File: src/rtl/sound_frame_seq.sv
// -----------------------------------------------------------------------------
// sound_frame_seq
//
// APU frame sequencer and trigger scheduler.
//
// The 512 Hz frame-step timebase comes from falling edges of one bit of the
// free-running system divider. Each frame step issues registered, single-cycle
// strobes to the length counters, the channel 1 sweep unit and the volume
// envelopes. Per-channel trigger writes are re-timed into one-cycle start
// pulses.
//
// Ports:
//   clk        system clock (single domain)
//   rst        synchronous active-high reset
//   apu_en     master sound enable; while low, step/strobes/start are held at 0
//   div        free-running system divider (may jump to 0 on a DIV write)
//   trig_wr    per-channel trigger write pulse (bit i = channel i+1)
//   step       index of the next frame step to execute
//   clk_length length-counter tick (steps 0,2,4,6)
//   clk_sweep  sweep tick (steps 2,6)
//   clk_env    envelope tick (step 7)
//   start      per-channel one-cycle start pulses
//   len_skip   next step does not clock length (step[0])
// -----------------------------------------------------------------------------
module sound_frame_seq #(
  parameter int DIV_WIDTH = 16,
  parameter int DIV_BIT   = 12
) (
  input  logic                 clk,
  input  logic                 rst,
  input  logic                 apu_en,
  input  logic [DIV_WIDTH-1:0] div,
  input  logic [3:0]           trig_wr,
  output logic [2:0]           step,
  output logic                 clk_length,
  output logic                 clk_sweep,
  output logic                 clk_env,
  output logic [3:0]           start,
  output logic                 len_skip
);

  logic       div_q_r;
  logic       tick_s;
  logic [2:0] step_nxt_s;
  logic       length_nxt_s;
  logic       sweep_nxt_s;
  logic       env_nxt_s;
  logic [3:0] start_nxt_s;
  logic       div_unused_s;

  // Only one divider bit is observed; the rest of the bus is intentionally
  // left unused.
  assign div_unused_s = ^div;

  // A falling edge of the selected divider bit, including the one caused by
  // a DIV write clearing a set bit.
  assign tick_s = div_q_r & ~div[DIV_BIT];

  // Channels read this straight off the step register so it lines up with
  // step in the same cycle.
  assign len_skip = step[0];

  // Next-state decode: step advance, strobe selection and trigger gating.
  always_comb begin
    step_nxt_s   = step;
    length_nxt_s = 1'b0;
    sweep_nxt_s  = 1'b0;
    env_nxt_s    = 1'b0;
    start_nxt_s  = 4'b0000;
    if (!apu_en) begin
      // Disabled: sequencer parked at step 0, ticks and triggers dropped.
      step_nxt_s   = 3'd0;
      length_nxt_s = 1'b0;
      sweep_nxt_s  = 1'b0;
      env_nxt_s    = 1'b0;
      start_nxt_s  = 4'b0000;
    end else begin
      start_nxt_s = trig_wr;
      if (tick_s) begin
        step_nxt_s   = step + 3'd1;
        length_nxt_s = ~step[0];
        sweep_nxt_s  = (step[1:0] == 2'b10);
        env_nxt_s    = (step == 3'd7);
      end else begin
        step_nxt_s   = step;
        length_nxt_s = 1'b0;
        sweep_nxt_s  = 1'b0;
        env_nxt_s    = 1'b0;
      end
    end
  end

  // State and output registers; the divider bit is sampled even when disabled.
  always_ff @(posedge clk) begin
    if (rst) begin
      div_q_r    <= 1'b0;
      step       <= 3'd0;
      clk_length <= 1'b0;
      clk_sweep  <= 1'b0;
      clk_env    <= 1'b0;
      start      <= 4'b0000;
    end else begin
      div_q_r    <= div[DIV_BIT];
      step       <= step_nxt_s;
      clk_length <= length_nxt_s;
      clk_sweep  <= sweep_nxt_s;
      clk_env    <= env_nxt_s;
      start      <= start_nxt_s;
    end
  end

endmodule

File: config.mk
export PLATFORM = sky130hd
export DESIGN_NAME = sound_frame_seq
export DESIGN_NICKNAME = d
export VERILOG_FILES = /design/src/rtl/sound_frame_seq.sv
export SDC_FILE = /design/constraint.sdc
export NUM_CORES = 1
export LEC_CHECK = 0
export CORE_MARGIN = 1.5
export CORE_UTILIZATION = 29
export DETAILED_ROUTE_END_ITERATION = 8
export GPL_TIMING_DRIVEN = 0
export PLACE_DENSITY = 0.74
export SETUP_SLACK_MARGIN = 0.1
export SLEW_MARGIN = 20
export SYNTH_ARGS = -nofsm -noshare
export SYNTH_HDL_FRONTEND = slang
export SYNTH_SLANG_ARGS = --single-unit
export TNS_END_PERCENT = 50
File: constraint.sdc
create_clock -name clk -period 1.3 [get_ports clk]
set_input_delay 0.26 -clock clk [delete_from_list [all_inputs] [get_ports clk]]
set_output_delay 0.26 -clock clk [all_outputs]
set_load 0.005 [all_outputs]
==> results.sh, run 1 <==
export IMPL_firstDrtPassIters=4
export IMPL_synth_main_ff_cell="dfxtp_1"
export IMPL_cts_htree_levels=1
export IMPL_cts_buffers=3
export IMPL_remaining_drc_errors=0
export IMPL_ant_nets=0
export IMPL_leakage_nw=0.3223
export IMPL_fillers=131
export IMPL_synthDistinctLibCells=16
export IMPL_drt_initial_drc_count=1
export IMPL_final_cells=74
export IMPL_core_um2=1285
export IMPL_combPwrFrac_pct=9.6
export IMPL_clkSinkCount=11
export IMPL_wl_per_cell_um=9.081
export IMPL_synthTopCellsByArea="dfxtp_1 (55%), ha_1 (9.4%), and2_1 (6.3%), and3_1 (4.7%), a211oi_2 (3.1%)"
export IMPL_postCtsHoldBufs=0
export IMPL_die_w_um=40.04
export IMPL_period_share_pct=87.08
export IMPL_final_util_pct=51.61
export IMPL_hold_viol_final=0
export IMPL_drv_slew=0
export IMPL_drv_cap=0
export IMPL_synth_most_common_cell="dfxtp_1"
export IMPL_antenna_cells=0
export IMPL_switching_power_w=0.0001352
export IMPL_switching_share_pct=21.34
export IMPL_vdd_drop_max_uv=338.2
export IMPL_async_flop_share_pct=0
export IMPL_cp_required_ns=1.46
export IMPL_track_usage_pct=10.61
export IMPL_rows=13
export IMPL_ys_warnings_count=0
export IMPL_layout_area_overhead_vs_synth_pct=66.67
export IMPL_cts_buffer_depth=2
export IMPL_cp_start_kind="flip-flop"
export IMPL_p_per_area_nw_per_um2=955.2
export IMPL_netlist_instances=34
export IMPL_seq_area_frac_synth_pct=55.35
export IMPL_worst_pin_slew_ns=0.1275
export IMPL_outcome="finished clean"
export IMPL_initial_core_util_pct=30.96
export IMPL_setup_viol=0
export IMPL_grt_pass1_vias=240
export IMPL_syn_area_per_cell_um2=11.70
export IMPL_antenna_found_initial=0
export IMPL_arrival_ns=1.29
export IMPL_grt_setup_unrepaired="no"
export IMPL_place_gp_congestion=0.6605
export IMPL_grt_max_degree=8
export IMPL_dpl_cell_area_um2=596.8
export IMPL_clk_latency_ns=0.26
export IMPL_power_frac_seq_pct=54.6
export IMPL_worstSetupEndpointType="flip-flop"
export IMPL_nNetsFinal=86
export IMPL_syn_area_um2=397.9
export IMPL_hp_class="reg -> reg"
export IMPL_portBuffers=18
export IMPL_routed_via_density=4.068
export IMPL_synth_top_area_share_pct=55.35
export IMPL_relSlewSlack_pct=91.26
export IMPL_fin_area_um2=663.1
export IMPL_total_power_w=0.0006334
export IMPL_hpwl_um=500.3
export IMPL_cts_tree="done"
export IMPL_root_buffer="clkbuf_4"
export IMPL_crit_fanout=4
export IMPL_synth_seq_cells=11
export IMPL_dieArea_um2=1603
export IMPL_layout_drive_gt1_share_pct=30.51
export IMPL_postSynthNetCount=60
export IMPL_finalWirelength_um=672
export IMPL_pwr_share_clk_pct=35.8
export IMPL_path_clk_slew_ns=0.07
export IMPL_fin_worst_skew_ns=0.001444
export IMPL_fmax_mhz=883.3
export IMPL_finalSetupTns_ns=0
export IMPL_dieHeight_um=40.04
export IMPL_io_pins=34
export IMPL_yosysTopAreaCell="dfxtp_1"
export IMPL_ys_top_cells_by_count="dfxtp_1 (11), and2_1 (4), and3_1 (3), ha_1 (3), nor2_1 (2)"
export IMPL_min_period_ns=1.132
export IMPL_internal_power_w=0.0004982
export IMPL_crit_type="reg -> reg"
export IMPL_vias=301
export IMPL_synth_edf_count=0
export IMPL_overflow=0
export IMPL_grt_pass1_wl_um=1055
export IMPL_dp_cells=67
path summary, 6_finish.rpt:
path | start | endpoint | slack [ns] | cells past startpoint
worst max-delay path | step[0] | step[2] | 0.17 | 5
worst min-delay path | step[2] | step[2] | 0.55 | 2
worst max register to register | step[0] | step[2] | 0.17 | 5
worst min register to register | step[2] | step[2] | 0.55 | 2
logic make-up after synthesis:
group                    count (synthesis)  synth area share (%)
AO/OA/AOI/OAI                            1                 3.144
AND/OR/NAND/NOR                         14                 21.70
adder cells (fa/ha/maj)                  3                 9.435
XOR/XNOR                                 1                 2.202
buffers and inverters                    3                 5.660
flip-flops                              11                 55.35
multiplexers                             1                 2.516
flip-flops by register name (all words and copies together), names as in the netlist:
name	cells
clk_length	1
div_q_r	1
clk_sweep	1
step	3
start	4
clk_env	1
power by group through the flow:
stage	Clock (W)	Combinational, W	Sequential [W]
5_1_grt	0.000259	0.0000670	0.000347
3_3_place_gp	0	0.0000611	0.000356
4_1_cts	0.000235	0.0000599	0.000346
6_report	0.000227	0.0000606	0.000346
2_1_floorplan	0	0.0000215	0.000357
3_5_place_dp	0	0.0000617	0.000357
through the flow:
stage	setup WS (ns)	hold slack (ns)
after floorplan	0.2350	0.3316
after CTS	0.08362	0.5165
final	0.1679	0.5543
after detailed placement	-0.02170	0.5242
after global placement	0.01212	0.5104
after global routing	0.1161	0.5413
layout by cell type, fill, tap and decap left out:
cell type,netlist,final
dlygate4sd2_1,0,10
dfxtp_1,11,8
clkdlybuf4s50_1,0,7
buf_4,1,5
and2_1,4,4
and3_1,3,3
clkbuf_4,0,3
nor2_1,2,2
ha_4,0,2
dfxtp_2,0,2
inv_1,1,1
nor2b_2,1,1
buf_6,1,1
nor2_2,1,1
nand2b_1,1,1
a211oi_2,1,1
mux2i_1,1,1
and2b_1,1,1
nor2b_1,1,1
xnor2_1,1,1
ha_1,3,1
clkinv_2,0,1
dfxtp_4,0,1
routing by layer:
metal / wire, um / up-vias / global-route usage (%)
li1: - / 159 / -
met1: 299 / 130 / 11.37
met2: 321 / 12 / 14.92
met3: 50 / 0 / 5.000
met4: 0 / 0 / 10.34
met5: 0 / - / 0
critical path, cell delays in order (launching register included):
cell,delay (ns)
dfxtp_4,0.35
buf_4,0.14
ha_4,0.15
ha_4,0.20
mux2i_1,0.13
nor2_1,0.06
timing repair:
action	CTS	global route
buffers inserted	2	1
gates resized for setup	17	2
pin swaps	0	1
endpoints found under the setup margin	11	1
area by class of cell:
cell class / instances / area (um^2) / area share [%]
Clock inverter: 1 / 5.005 / 0.7547
Timing Repair Buffer: 21 / 187.7 / 28.30
Multi-Input combinational cell: 20 / 180.2 / 27.17
Tap cell: 15 / 18.77 / 2.830
Buffer: 2 / 18.77 / 2.830
Inverter: 1 / 3.754 / 0.5660
Clock buffer: 3 / 22.52 / 3.396
Sequential cell: 11 / 226.5 / 34.15
Note: power is estimated with default switching activity, not from simulation.
==> inputs of run 2 (changes only) <==
--- a/config.mk
+++ b/config.mk
@@ -10,6 +10,7 @@
 export DETAILED_ROUTE_END_ITERATION = 8
 export GPL_TIMING_DRIVEN = 0
 export PLACE_DENSITY = 0.74
+export RECOVER_POWER = 25
 export SETUP_SLACK_MARGIN = 0.1
 export SLEW_MARGIN = 20
 export SYNTH_ARGS = -nofsm -noshare
==> results.sh, run 2 (same netlist as run 1, synthesis figures left out) <==
export IMPL_outcome="finished clean"
export IMPL_rows=13
export IMPL_firstDrtPassIters=4
export IMPL_arrival_ns=1.33
export IMPL_cts_tree="done"
export IMPL_top_register="start"
export IMPL_switching_share_pct=21.37
export IMPL_cts_htree_levels=1
export IMPL_total_power_w=0.0006320
export IMPL_switching_power_w=0.0001351
export IMPL_slowest_delay_ns=0.56
export IMPL_remaining_drc_errors=0
export IMPL_portBuffers=18
export IMPL_hpwl_um=500.3
export IMPL_fin_worst_skew_ns=0.001504
export IMPL_io_pins=34
export IMPL_min_period_ns=1.168
export IMPL_path_clk_slew_ns=0.07
export IMPL_vdd_drop_max_uv=338.2
export IMPL_place_gp_congestion=0.6605
export IMPL_cp_required_ns=1.46
export IMPL_drt_initial_drc_count=1
export IMPL_layout_area_overhead_vs_synth_pct=66.67
export IMPL_vias=301
export IMPL_antenna_cells=0
export IMPL_grt_pass1_wl_um=1055
export IMPL_postCtsHoldBufs=0
export IMPL_pwr_share_clk_pct=35.9
export IMPL_most_common_layout_cells="dlygate4sd2_1 (10), dfxtp_1 (8), buf_4 (5), clkdlybuf4s50_1 (5)"
export IMPL_top_regs="start: 4 flops, step: 3 flops"
export IMPL_initial_core_util_pct=30.96
export IMPL_holdWs_ns=0.5543
export IMPL_worst_pin_slew_ns=0.1275
export IMPL_ff2ff_setup_slack_ns=0.17
export IMPL_routed_via_density=4.068
export IMPL_dieArea_um2=1603
export IMPL_fillers=131
export IMPL_crit_fanout=7
export IMPL_antenna_found_initial=0
export IMPL_cp_cell_sequence="dlygate4sd3_1 -> nor2b_2 -> buf_6 -> mux2i_1 -> nor2_1"
export IMPL_dieHeight_um=40.04
export IMPL_mostFrequentLayoutCell="dlygate4sd2_1"
export IMPL_p_per_area_nw_per_um2=953.1
export IMPL_relSlewSlack_pct=91.26
export IMPL_root_buffer="clkbuf_4"
export IMPL_clk_latency_ns=0.26
export IMPL_grt_max_degree=8
export IMPL_cp_start_kind="primary input"
export IMPL_largest_reg_flops=4
export IMPL_power_frac_seq_pct=54.7
export IMPL_multiInputGateArea_um2=180.2
export IMPL_core_um2=1285
export IMPL_clkSinkCount=11
export IMPL_setup_viol=0
export IMPL_cts_buffers=3
export IMPL_fmax_mhz=856.0
export IMPL_crit_slowest_cell="dlygate4sd3_1"
export IMPL_hold_viol_final=0
export IMPL_track_usage_pct=10.61
export IMPL_leakage_nw=0.3219
export IMPL_drv_cap=0
export IMPL_cts_buffer_depth=2
export IMPL_grt_setup_unrepaired="no"
export IMPL_crit_type="in -> reg"
export IMPL_register_area_um2=226.5
export IMPL_worstSetupEndpointType="flip-flop"
export IMPL_combPwrFrac_pct=9.4
export IMPL_overflow=0
export IMPL_drv_slew=0
export IMPL_nNetsFinal=86
export IMPL_internal_power_w=0.0004969
export IMPL_finalWirelength_um=671
export IMPL_period_share_pct=89.87
export IMPL_hp_class="reg -> reg"
export IMPL_grt_pass1_vias=240
export IMPL_layout_drive_gt1_share_pct=30.51
export IMPL_wl_per_cell_um=9.068
export IMPL_die_w_um=40.04
export IMPL_ant_nets=0
-- run 2: changes by cell type in the layout (fill, tap and decap cells not counted), sizes merged --
cell / before / now
dlygate4sd3: 0 / 2
clkdlybuf4s50: 7 / 5
-- run 2: area by class of cell --
cell class                      instances  area share [%]
Tap cell                               15           2.830
Multi-Input combinational cell         20           27.17
Inverter                                1          0.5660
Clock buffer                            3           3.396
Sequential cell                        11           34.15
Buffer                                  2           2.830
Clock inverter                          1          0.7547
Timing Repair Buffer                   21           28.30
-- run 2: final timing paths --
path | start | end | cells past startpoint
min | step[2] | step[2] | 2
min reg2reg | step[2] | step[2] | 2
max reg2reg | step[0] | step[2] | 5
max | div[12] | step[2] | 5
-- run 2: worst max-delay path, delay by kind of cell --
kind          cells  cell delay, ns
mux               1            0.19
simple gates      2            0.19
buf+inv           2            0.70
-- run 2: metal layers --
layer  up-vias  routed length (um)  global-route usage, %
li1        159                   -                      -
met1       130                 299                  11.37
met2        12                 320                  14.92
met3         0                  50                  5.000
met4         0                   0                  10.34
met5         -                   0                      0
-- run 2: power by group through the flow --
stage | clock network (W) | registers [W] | logic, W
finish | 0.000227 | 0.000346 | 0.0000593
CTS | 0.000235 | 0.000346 | 0.0000599
detailed placement | 0 | 0.000357 | 0.0000617
global route | 0.000259 | 0.000347 | 0.0000657
global placement | 0 | 0.000356 | 0.0000611
floorplan | 0 | 0.000357 | 0.0000215
-- run 2: metrics by stage --
stage,std cells,utilization (%),setup slack [ns],TNS (ns),instance area (um^2)
CTS,73,49.27,0.08362,0,633.1
global placement,67,46.45,0.01212,0,596.8
global route,74,51.61,0.08218,0,663.1
finish,74,51.61,0.1317,0,663.1
floorplan,34,-,0.2350,0,397.9
detailed placement,67,46.45,-0.02170,-0.02170,596.8
-- run 2: what timing repair did --
item | CTS | global route
endpoints found under the setup margin | 11 | 1
setup buffers | 2 | 1
resized for setup | 17 | 2
pin swaps | 0 | 1
==> inputs of run 3 (changes only) <==
--- a/config.mk
+++ b/config.mk
@@ -5,6 +5,7 @@
 export SDC_FILE = /design/constraint.sdc
 export NUM_CORES = 1
 export LEC_CHECK = 0
+export CAP_MARGIN = 20
 export CORE_MARGIN = 1.5
 export CORE_UTILIZATION = 29
 export DETAILED_ROUTE_END_ITERATION = 8
==> results of run 3 <==
Same layout as run 2: the final DEF is identical, and so are final timing and power.
